<file path="config.mk">
export PLATFORM = sky130hd
export DESIGN_NAME = serial_to_parallel_rx_flat
export DESIGN_NICKNAME = d
export VERILOG_FILES = /design/src/rtl/serial_to_parallel_rx_if.sv /design/src/rtl/serial_to_parallel_rx.sv /design/src/flat_wrapper.sv
export SDC_FILE = /design/constraint.sdc
export NUM_CORES = 1
export LEC_CHECK = 0
export CORE_ASPECT_RATIO = 0.6
export CORE_UTILIZATION = 30
export CTS_BUF_LIST = sky130_fd_sc_hd__clkbuf_2 sky130_fd_sc_hd__clkbuf_4 sky130_fd_sc_hd__clkbuf_8
export DETAILED_ROUTE_END_ITERATION = 10
export SLEW_MARGIN = 10
export SYNTH_ARGS = -nofsm -noshare
export SYNTH_HDL_FRONTEND = slang
export SYNTH_SLANG_ARGS = --single-unit
</file>
<file path="constraint.sdc">
create_clock -name clk_8f -period 4.12 [get_ports clk_8f]
set_clock_uncertainty 0.1 [all_clocks]
set_input_delay 1.03 -clock clk_8f [delete_from_list [all_inputs] [get_ports clk_8f]]
set_output_delay 1.03 -clock clk_8f [all_outputs]
set_load 0.02 [all_outputs]
</file>
<file path="src/rtl/serial_to_parallel_rx_if.sv">
// Serial lane and byte-rate outputs of the serial-to-parallel receiver.
// The transmit/consumer side uses master; the receiver uses slave.
interface serial_to_parallel_rx_if #(
    parameter int WIDTH = 8
);
    logic             data_in;
    logic [WIDTH-1:0] data_out;
    logic             valid_out;
    logic             active;

    modport master (
        output data_in,
        input  data_out,
        input  valid_out,
        input  active
    );

    modport slave (
        input  data_in,
        output data_out,
        output valid_out,
        output active
    );
endinterface

</file>
<file path="src/rtl/serial_to_parallel_rx.sv">
// MSB-first 1-bit to WIDTH-bit deserializer on clk_8f with comma-run lock detection.
//   state  | meaning
//   SEARCH | counting consecutive commas; outputs held at zero
//   ACTIVE | locked; non-comma bytes presented with valid_out for one byte period
module serial_to_parallel_rx #(
    parameter int               WIDTH      = 8,
    parameter logic [WIDTH-1:0] COMMA      = 8'hBC,
    parameter int               LOCK_COUNT = 4
) (
    input logic                    clk_8f,
    input logic                    reset,
    serial_to_parallel_rx_if.slave rx
);
    localparam int            CNT_W    = $clog2(WIDTH);
    localparam logic [CNT_W-1:0] LAST_BIT = CNT_W'(WIDTH - 1);
    localparam logic [2:0]    LOCK_CNT = 3'(LOCK_COUNT);

    typedef enum logic {
        SEARCH,
        ACTIVE
    } state_t;

    state_t           state;
    // Only the low WIDTH-1 bits of the shifter are ever consumed; the MSB of a
    // byte comes from sr while its LSB is taken straight from data_in.
    logic [WIDTH-2:0] sr;
    logic [CNT_W-1:0] cnt;
    logic [2:0]       bc_cnt;
    logic [WIDTH-1:0] rx_byte;
    logic             byte_done;

    assign rx_byte   = {sr, rx.data_in};
    assign byte_done = (cnt == LAST_BIT);

    always_ff @(posedge clk_8f or negedge reset) begin
        if (!reset) begin
            state        <= SEARCH;
            sr           <= '0;
            cnt          <= '0;
            bc_cnt       <= '0;
            rx.data_out  <= '0;
            rx.valid_out <= 1'b0;
            rx.active    <= 1'b0;
        end else begin
            sr  <= rx_byte[WIDTH-2:0];
            cnt <= cnt + 1'b1;
            if (byte_done) begin
                case (state)
                    SEARCH: begin
                        if (rx_byte == COMMA) begin
                            if (bc_cnt + 3'd1 >= LOCK_CNT) begin
                                bc_cnt    <= LOCK_CNT;
                                state     <= ACTIVE;
                                rx.active <= 1'b1;
                            end else begin
                                bc_cnt <= bc_cnt + 3'd1;
                            end
                        end else begin
                            bc_cnt <= '0;
                        end
                    end
                    ACTIVE: begin
                        if (rx_byte != COMMA) begin
                            rx.data_out  <= rx_byte;
                            rx.valid_out <= 1'b1;
                        end else begin
                            rx.valid_out <= 1'b0;
                        end
                    end
                    default: state <= SEARCH;
                endcase
            end
        end
    end
endmodule

</file>
<file path="src/flat_wrapper.sv">
// flat-port wrapper written by rule: the top's interface ports become plain ports
module serial_to_parallel_rx_flat 
#(
    parameter int               WIDTH      = 8,
    parameter logic [WIDTH-1:0] COMMA      = 8'hBC,
    parameter int               LOCK_COUNT = 4
)
  (clk_8f, reset, rx_data_in, rx_data_out, rx_valid_out, rx_active);
  serial_to_parallel_rx_if #(.WIDTH(WIDTH)) rx_i ();
  input logic clk_8f;
  input logic reset;
  input wire logic [$bits(rx_i.data_in)-1:0] rx_data_in;
  output wire logic [$bits(rx_i.data_out)-1:0] rx_data_out;
  output wire logic [$bits(rx_i.valid_out)-1:0] rx_valid_out;
  output wire logic [$bits(rx_i.active)-1:0] rx_active;
  assign rx_i.data_in = rx_data_in;
  assign rx_data_out = rx_i.data_out;
  assign rx_valid_out = rx_i.valid_out;
  assign rx_active = rx_i.active;
  serial_to_parallel_rx #(.WIDTH(WIDTH), .COMMA(COMMA), .LOCK_COUNT(LOCK_COUNT)) u_core (.clk_8f(clk_8f), .reset(reset), .rx(rx_i));
endmodule
</file>
; ---- After elaboration in Yosys (flattened, before gate mapping)
; Index checks and enable logic that the tools add are counted.
[word_totals]
output_inout_bits = 10
register_bits = 24
elab_cells = 24
in_bits = 3
[op_classes]
n_lt_le_gt_ge = 1
mux = 6
eq_ne = 3
n_addsub = 2
reduce_logical = 4
n_bitwise = 1
[ops]
columns = operator, n
row1 = $eq 8x8->1 const B, 1
row2 = $ne 8x8->1 const B, 1
row3 = $add 3x1->3 const B, 2
row4 = $mux 3, 2
row5 = $mux 1, 4
row6 = $reduce_and 2->1, 2
row7 = $reduce_and 4->1, 1
row8 = $eq 3x3->1 const B, 1
row9 = $ge 3x3->1 const B, 1
row10 = $reduce_and 3->1, 1
row11 = $not 1->1, 1

; ---- Logic depth before layout (Yosys ltp)
[depth]
depth_word = 5
depth_mapped = 5
mapped_depth_nobuf = 5

; ---- Worst setup path after synthesis
; Ideal clock, no wire load.
[synth_timing]
kind = in2reg
startpoint = input port rx_data_in
endpoint = register u_core.rx.data_out[0]
path_buffers = 0
setup_ns = 0.125
t_required_ns = 3.895
stages = 3
path_slack_ns = 1.776
arrival_ns = 2.119
cell_sequence = or4b_4 -> o21bai_4 -> mux2_2
[synth_between]
elab_chain_cells = 2
[synth_rtl]
columns = element, line_no
row1 = start: declaration, flat_wrapper.sv:12  ; input wire logic [$bits(rx_i.data_in)-1:0] rx_data_in;
row2 = $ne 8x8->1, serial_to_parallel_rx.sv:63  ; if (rx_byte != COMMA) begin
row3 = $reduce_and 3->1 (no line), -
row4 = end signal: assignment, serial_to_parallel_rx.sv:64  ; rx.data_out <= rx_byte;
row5 = end: declaration, serial_to_parallel_rx_if.sv:20  ; output data_out,
; Parallel ways exist; a longest one is shown, timed or not.
; A chain may end at the register's enable or synchronous reset.

; ---- Worst setup path in the final report
[layout_timing]
startpoint = input port rx_data_in
endpoint = register u_core.rx.data_out[3]
[layout_between]
elab_chain_cells = 2
[layout_rtl]
columns = element, line_no
row1 = $ne 8x8->1, serial_to_parallel_rx.sv:63
row2 = $reduce_and 3->1 (no line), -
; Every way passes these cells.

==> results.cfg <==
[run_status]
status = complete, no violations

[drt]
vias = 511
wl_per_cell_um = 12.8
drc_errors = 0
drt_first_pass_iters = 4
dr.first_iter.drc_count = 7
ant_nets = 0
wirelength_mm = 1.43
vias_per_cell = 4.56

[clock_network]
cts_root_buf = clkbuf_8
cts_tree = built
post_cts_resized = 0
clk_pin_slew_worst_paths_ns = 0.08
post_cts_buffers = 0
clock-sinks = 24
cts_buffers = 3
clock_latency_ns = 0.27
htree_levels = 1
hold_buffers = 0
clk_path_buf_depth = 2

[global_routing]
grt_overflow = 0
grt_usage = 0.111
grt_pass1_vias = 490
grt_pass1_wl_mm = 2.44
antenna_found_initial = 0
grt_max_degree = 25

[yosys]
synth-xor-area-share = 0.00985
synth.top_cell.area_share = 0.675
synthAdderAreaFrac = 0.0422
synth-seq-cells = 24
muxShareOfSynthArea = 0.101
syn-cell-area_sq_um = 890
synth.avg_cell_area_sq_um = 15.6
synth_compound_area_frac = 0.0872
syn_nets = 63
synth-simple-area-share = 0.0802
yosysSeqAreaShare = 0.675
synth.largest_area_cell = dfrtp_1
yosysWarnings = 0
syn_inst = 57
synth_area_leaders = dfrtp_1 (68%), mux2_2 (7.6%), ha_1 (4.2%)
ys_types = 18
synth_top_family_by_area = multiplexers

[timing]
setup_viol = 0
finalSetupTns_ns = 0
tightestPinTransition_ns = 1.06
slew_headroom = 0.292
period_share = 0.640
drv_slew = 0
rsz0062_at_grt = false
fin_crit_ns = 2.63
holdWs_ns = 0.307
finalHoldViolCount = 0
fmax_ghz = 0.380

[finish]
drive_gt1_frac = 0.194
fin_area_sq_um = 1100
n_antenna_cell = 0
fill_cells = 254
final_cell_mix = dfrtp_1 (24), clkdlybuf4s50_1 (12), nand2_1 (6), mux2_2 (6)
final_common_cell = dfrtp_1
areaGrowthSynthToFinish_pct = 23.8
finalNetCount = 80

[power]
leakage_nw = 0.517
clock_power_share = 0.345
power_switching_mw = 0.0818
combPwrFrac = 0.035
peakVddDrop_mv = 0.179
p_int_mw = 0.311
switching_share = 0.208
power.density_nw_per_um2 = 357
seq_power_share = 0.620

[place]
gp_congestion = 0.739
placed_area_sq_um = 1060
hpwl_um = 981
io_buffers = 12

[setup_path]
regToRegSetupSlack_ns = 2.24
reg2reg_depth = 3
rr_startpoint = u_core.sr[5]
cp.required_ns = 4.17
start_kind = primary input
crit_path_end_kind = flop
critPathMaxFanout = 9
reg2reg_to = u_core.rx.data_out[3]
worstSetupPathType = primary input to flop
arrival_ns = 2.69

[worst_hold_path]
min_from = u_core.sr[0]
min_path_cells = 0
min_to = u_core.sr[1]
worstHoldPathType = flop to flop

[run]
maxCapViolations = 0

[floorplan]
ios = 13
initial_core_util = 0.334
coreArea_sq_um = 2660
die_h_um = 44.2
die_w_um = 72.3
dieArea_sq_um = 3190
num_rows = 14
Yosys cell counts (all sizes together):
cell type	n
a31o	2
a32o	1
dfrtp	24
ha	3
inv	1
mux2	8
nand2	6
nand2b	1
nand4	1
nor2	1
nor2b	2
o21bai	1
o31ai	2
o41ai	1
or2	1
or4b	1
xor2	1
area by class of cell:
class                      count  area (sq um)  share of cell area
sequential                    24           601               0.545
multi-input combinational     32           285               0.259
timing repair buffer          12           120               0.109
tap                           40          50.0              0.0455
clock buffer                   3          41.3              0.0375
inverter                       1          3.75             0.00341
power by group through the flow:
stage	sequential, mW	clock [mW]	combinational, mW
2_1_floorplan	0.249	0	0.00253
6_report	0.244	0.136	0.0138
4_1_cts	0.244	0.142	0.0143
5_1_grt	0.244	0.150	0.0156
3_5_place_dp	0.248	0	0.0143
3_3_place_gp	0.248	0	0.0140
sequential cells by signal, summed over array words and instances (netlist names):
| register | count |
|---|---|
| u_core.rx.data_out | 8 |
| u_core.rx.valid_out | 1 |
| u_core.sr | 7 |
| u_core.rx.active | 1 |
| u_core.bc_cnt | 3 |
| u_core.state | 1 |
| u_core.cnt | 3 |
cells by family (layout without fill, tap and decap cells):
logic type               count (synthesis)  in the layout
buffers and inverters                    1             16
flip-flops                              24             24
multiplexers                             8              8
adder cells (fa/ha/maj)                  3              3
AND/OR/NAND/NOR                         13             13
XOR/XNOR                                 1              1
AO/OA/AOI/OAI                            7              7
critical path: stages:
cell,delay [ns]
clkdlybuf4s50_1,0.45
or4b_4,0.54
o21bai_4,0.29
mux2_2,0.38
worst max path at each step:
| stage | start | to | slack (ns) | cells after the start |
|---|---|---|---|---|
| 3_3_place_gp | rx_data_in | u_core.rx.data_out[6] | 1.23 | 4 |
| 3_5_place_dp | rx_data_in | u_core.rx.data_out[3] | 1.20 | 4 |
| 4_1_cts | rx_data_in | u_core.rx.data_out[7] | 1.48 | 4 |
| 2_1_floorplan | rx_data_in | u_core.rx.data_out[0] | 1.78 | 3 |
| 6_report | rx_data_in | u_core.rx.data_out[3] | 1.49 | 4 |
| 5_1_grt | rx_data_in | u_core.rx.data_out[7] | 1.42 | 4 |
per-stage QoR:
step           utilization  setup slack, ns  power [mW]  cells
2_1_floorplan            -             1.78       0.252     57
3_3_place_gp         0.398             1.23       0.262    109
3_5_place_dp         0.398             1.20       0.263    109
4_1_cts              0.414             1.48       0.400    112
5_1_grt              0.414             1.42       0.410    112
6_report             0.414             1.49       0.393    112
layer usage:
metal,up-vias,wire length (um),track usage
met5,-,0,0
met4,0,53,0.0941
met3,5,56,0.0478
met2,15,534,0.127
met1,257,786,0.156
li1,234,-,-
Note: power is estimated with default switching activity, not from simulation.
